===== src/rtl/cacheline_arbiter.sv =====
// cacheline_arbiter: round-robin arbiter sharing one cacheline memory port between icache and dcache
module cacheline_arbiter #(
  parameter int ADDR_WIDTH = 32,
  parameter int LINE_WIDTH = 256
) (
  input  logic                  clk,
  input  logic                  rst,
  input  logic [ADDR_WIDTH-1:0] imem_addr,
  input  logic                  imem_read,
  output logic [LINE_WIDTH-1:0] imem_rdata,
  output logic                  imem_resp,
  input  logic [ADDR_WIDTH-1:0] dmem_addr,
  input  logic                  dmem_read,
  input  logic                  dmem_write,
  input  logic [LINE_WIDTH-1:0] dmem_wdata,
  output logic [LINE_WIDTH-1:0] dmem_rdata,
  output logic                  dmem_resp,
  output logic [ADDR_WIDTH-1:0] mem_addr,
  output logic                  mem_read,
  output logic                  mem_write,
  output logic [LINE_WIDTH-1:0] mem_wdata,
  input  logic [LINE_WIDTH-1:0] mem_rdata,
  input  logic                  mem_resp,
  output logic                  spurious_resp
);
  typedef enum logic [1:0] {IDLE, BUSY_I, BUSY_D} state_t;
  state_t state;
  logic last_d;
  logic pend_i, pend_d, grant_d;
  assign pend_i = imem_read;
  assign pend_d = dmem_read | dmem_write;
  // on a tie the side not granted last wins
  assign grant_d = pend_d & (~pend_i | ~last_d);
  always_ff @(posedge clk) begin
    if (!rst) begin
      state         <= IDLE;
      last_d        <= 1'b0;
      mem_addr      <= '0;
      mem_read      <= 1'b0;
      mem_write     <= 1'b0;
      mem_wdata     <= '0;
      spurious_resp <= 1'b0;
    end else begin
      case (state)
        IDLE: begin
          if (mem_resp) spurious_resp <= 1'b1;
          if (pend_i | pend_d) begin
            state     <= grant_d ? BUSY_D : BUSY_I;
            last_d    <= grant_d;
            mem_addr  <= grant_d ? dmem_addr : imem_addr;
            mem_read  <= grant_d ? ~dmem_write : 1'b1;
            mem_write <= grant_d & dmem_write;
            if (grant_d) mem_wdata <= dmem_wdata;
          end
        end
        default: begin
          if (mem_resp) begin
            state     <= IDLE;
            mem_read  <= 1'b0;
            mem_write <= 1'b0;
          end
        end
      endcase
    end
  end
  // responses are gated by reset so an abandoned transaction never completes
  assign imem_resp  = rst & (state == BUSY_I) & mem_resp;
  assign dmem_resp  = rst & (state == BUSY_D) & mem_resp;
  assign imem_rdata = mem_rdata;
  assign dmem_rdata = mem_rdata;
endmodule


===== config.mk =====
export PLATFORM = sky130hd
export DESIGN_NAME = cacheline_arbiter
export DESIGN_NICKNAME = d
export VERILOG_FILES = /design/src/rtl/cacheline_arbiter.sv
export SDC_FILE = /design/constraint.sdc
export NUM_CORES = 1
export LEC_CHECK = 0
export BUFFER_PORTS_ARGS = -buffer_cell sky130_fd_sc_hd__buf_4
export CORE_AREA = 5 5 545 547
export CTS_BUF_LIST = sky130_fd_sc_hd__clkbuf_4 sky130_fd_sc_hd__clkbuf_8
export DETAILED_ROUTE_END_ITERATION = 16
export DIE_AREA = 0 0 550 552
export GPL_TIMING_DRIVEN = 0
export SYNTH_ARGS = -nofsm -noshare
export SYNTH_HDL_FRONTEND = slang
export SYNTH_SLANG_ARGS = --single-unit

===== constraint.sdc =====
create_clock -name clk -period 2 [get_ports clk]
set_input_delay 0.4 -clock clk [delete_from_list [all_inputs] [get_ports clk]]
set_output_delay 0.4 -clock clk [all_outputs]
set_load 0.005 [all_outputs]

After elaboration in Yosys (flattened, before gate mapping) --
Cells that the tools add are included.
Operators by class: bitwise operators 12, equal/unequal tests 3, muxes and demuxes 11, reduce and logical (&&, ||, !) cells 6
Operators with widths (count):
- $mux W32 | 1
- $mux W2 | 4
- $and A1 B1 Y1 | 6
- $mux W1 | 6
- $reduce_and A2 Y1 | 3
- $not A1 Y1 | 3
- $or A1 B1 Y1 | 3
- $reduce_and A3 Y1 | 1
- $eq A2 B1 Y1 const B | 1
- $eq A2 B2 Y1 const B | 1
- $logic_not A2 Y1 | 1
- $ne A2 B2 Y1 const B | 1
- $reduce_bool A2 Y1 | 1
Storage, ports and cells: output and inout bits 805, register bits after elaboration 294

Depth between registers and ports, before layout --
word-level depth 6, depth in mapped cells 6

Least setup slack after synthesis --
OpenSTA, ideal clock, no wires.
path kind input -> register, start input dmem_read, end register mem_wdata[26], path slack 0.575 ns, buffers on the path 3, library setup time 0.132 ns, cell stages on the path 6, data arrival time 1.292 ns, data required time 1.868 ns, path through or2_2 > buf_2 > buf_4 > clkbuf_1 > nand3_1 > a21oi_1
On the way: longest elaborated chain between the ends 3, elaborated cells between the ends (all ways) 4, classes of those cells 3 x bitwise; 1 x reduce/logical
Ends and longest elaborated chain:
- from (decl) | line 13 | input logic dmem_read,
- $or A1 B1 Y1 * | line 31 | assign pend_d = dmem_read | dmem_write;
- $and A1 B1 Y1 or $or A1 B1 Y1 (tied branches) | line 33, 47
- $reduce_and A3 Y1 (no source line) *
- to (signal assigned) | line 53 | if (grant_d) mem_wdata <= dmem_wdata;
- to (decl) | line 21 | output logic [LINE_WIDTH-1:0] mem_wdata,
Every way passes the cells marked *; elsewhere a longest branch is shown, timed or not. A chain may end at the register's enable or synchronous reset.

Final worst setup path --
start register state[0], end output dmem_resp
On the way: longest elaborated chain between the ends 3
Ends and longest elaborated chain:
- from (decl) | line 27 | state_t state;
- from (signal assigned) | line 48 | state <= grant_d ? BUSY_D : BUSY_I;
- $eq A2 B2 Y1 | line 68 | assign dmem_resp = rst & (state == BUSY_D) & mem_resp;
- $and A1 B1 Y1 (2 in series) | line 68
- to (decl) | line 17 | output logic dmem_resp,
Every way passes these cells.

==> impl_metrics.toml <==
[global_routing]
grt_overflow = 0
grt_pass1_wl_microns = 260300
grtUsageTotal_pct = 13.74
grt_max_degree = 19
grt_pass1_vias = 20277
antenna_found_initial = 127

[timing]
fin_worst_skew_ns = 0.03884
hold_viol_final = 0
rsz0062_at_grt = "true"
finalMaxSlewViolations = 0
fmax_ghz = 0.4858
relSlewSlack_pct = 28.80
worst_slew_pin_slew_ns = 1.068
setup_viol_count_final = 2
finalCritPeriodShare_pct = 102.9
timing.final.crit_period_ns = 2.058
fin_ws_ns = -0.05828

[synth]
synth_most_common_cell = "buf_4"
syn_avg_cell_area_sq_um = 7.993
synthesis.area_sq_um = 15140
synth.largest_area_cell = "dfxtp_1"
async_flop_share_pct = 0
ys_ff_latch = 294
synth_commonest_cells = "buf_4 (514), dfxtp_1 (294), a21oi_1 (293)"
netlist.area_leader.share_pct = 38.88
synth.distinct_cells = 26
yosysWarnings = 0
synthTopCellsByArea = "dfxtp_1 (39%), buf_4 (25%), a21oi_1 (9.7%)"
ys_seq_area_share_pct = 38.88
synth_ff_type = "dfxtp_1"
syn_nets = 2476
synth_edf_count = 0
synthCells = 1894

[drt]
drt_iter0_markers = 1525
vias = 20907
firstDrtPassIters = 6
ant_nets = 0
wirelength_microns = 220600
drt-vias-per-instance = 2.820
wl_per_cell_microns = 29.75
drc = 0

[clock_tree]
cts_root_buffer = "clkbuf_8"
insertion_delay_ns = 0.80
cts_buffers = 58
htree_levels = 2
cts_sinks = 294
cts_tree = "built"
clock_path_buffers = 3
path_clk_slew_ns = 0.07

[place]
post-dp-hpwl_microns = 201000
io_buffers = 1130
gp_congestion = 1.093

[worst_setup_path]
cp_max_fo = 6
slowest_stage = "dfxtp_4"
reg2reg_from = "state[0]"
max_stage_delay_ns = 0.37
reg2reg_depth = 4
worstPathCellList = "nor3b_4 > buf_6"
r2r-end = "mem_addr[2]"
cpLargestDelayFamily = "flip-flops"
r2r_slack_ns = -0.04
critPathBufInv = 1
worst-endpoint-required_ns = 1.60
worstSetupEndpointType = "output port"
critPathArrivalTime_ns = 1.66
path_class = "flip-flop to output port"
cp-start-kind = "flip-flop"

[power_and_ir_drop]
leakagePower_nw = 14.18
finalPower_mw = 22.86
power.density_nw_per_um2 = 682.6
ir_worst_vdd_mv = 0.5319

[worst_hold_path]
hp-start = "imem_read"
min_to = "mem_addr[1]"
hold_path.class = "input pin to flip-flop"
hold_depth = 4

[finish]
post-route-util_pct = 11.47
syn2layout_area_growth_pct = 121.2
fillers = 33831
layout-drive-gt1-share_pct = 53.41
seq_area_sq_um = 5897
fin_nets = 3996
multiInputGateArea_sq_um = 4780

[die]
start_util_pct = 5.184
core_sq_um = 292100
dieWidth_microns = 550
die_area_sq_um = 303600
rows = 199
ioPinCount = 1387
dieHeight_microns = 552

[status]
violations = "setup timing"
status = "finished with violations"

[flow_run]
maxCapViolCount = 0
## cell type report
type	count	share of cell area, %
Tap cell	3919	14.64
Inverter	1	0.01121
Sequential cell	294	17.61
Clock inverter	24	0.7322
Antenna cell	36	0.2690
Timing Repair Buffer	1463	35.33
Clock buffer	82	3.258
Buffer	672	13.88
Multi-Input combinational cell	924	14.27
## cells by family (layout without fill, tap and decap cells)
| family | after synthesis | count (layout) | synth area share (%) |
|---|---|---|---|
| other | 0 | 36 | 0 |
| buffers and inverters | 676 | 2242 | 29.97 |
| DFF | 294 | 294 | 38.88 |
| and+or+nand+nor | 335 | 335 | 10.59 |
| AOI/OAI and AO/OA | 589 | 589 | 20.56 |
## repair_timing
item                                    in CTS  in global routing
endpoints found under the setup margin     280                101
endpoints found under the hold margin      293                  0
pin swaps                                    3                  2
hold buffers                               323                  0
resized for setup                           68                  8
setup buffers                                7                  2
## worst max path at each step
stage | from | to | slack, ns | cells after the start
final | state[0] | dmem_resp | -0.06 | 2
after global routing | state[0] | dmem_resp | -0.14 | 2
after CTS | state[0] | dmem_resp | -0.26 | 3
after detailed placement | imem_read | mem_wdata[205] | -1.51 | 6
after global placement | dmem_write | mem_wdata[205] | -2.63 | 6
after floorplan | dmem_read | mem_wdata[26] | 0.58 | 6
## worst min-delay path, stage by stage
cell       delay, ns
buf_4           0.14
a2bb2oi_2       0.15
nand2_1         0.11
a311oi_1        0.09
## state kept, by name, indices dropped and copies added (netlist names)
register / cells
mem_wdata: 256
mem_addr: 32
state: 2
last_d: 1
mem_read: 1
mem_write: 1
spurious_resp: 1
## where the power goes
part | internal (mW) | switching, mW
Sequential | 6.52 | 0.434
Combinational | 3.77 | 4.82
Clock | 3.85 | 3.46
## stage by stage
| step | hold slack (ns) | setup WS, ns | cell area, sq um | std cells | setup TNS, ns |
|---|---|---|---|---|---|
| floorplan | 0.4604 | 0.5754 | 15140 | 1894 | 0 |
| global placement | 0.4613 | -2.630 | 28530 | 6943 | -419.91 |
| detailed placement | 0.4669 | -1.515 | 28560 | 6944 | -201.22 |
| CTS | 0.002025 | -0.2596 | 33400 | 7380 | -0.5350 |
| global route | 0.09078 | -0.1430 | 33450 | 7399 | -0.2788 |
| finish | 0.1612 | -0.05828 | 33490 | 7415 | -0.1008 |
## cell usage in the layout, fill, tap and decap left out, types with 6 or more instances in the layout
master	n
buf_1	8
buf_6	11
diode_2	36
clkbuf_1	82
nand2_1	66
a21oi_1	293
dlygate4sd3_1	323
clkbuf_8	77
buf_2	38
o21ai_0	242
dfxtp_1	289
clkinvlp_4	9
nand3_1	256
o21ai_1	12
clkinv_2	6
clkbuf_4	6
clkbuf_2	13
buf_4	1654
a311oi_1	32
## layer usage
layer	track usage (%)	wire length, microns
met4	4.264	8254
met1	13.39	72180
met2	22.55	100000
met3	10.39	39770
met5	0	337
(Power assumes the default switching activity.)
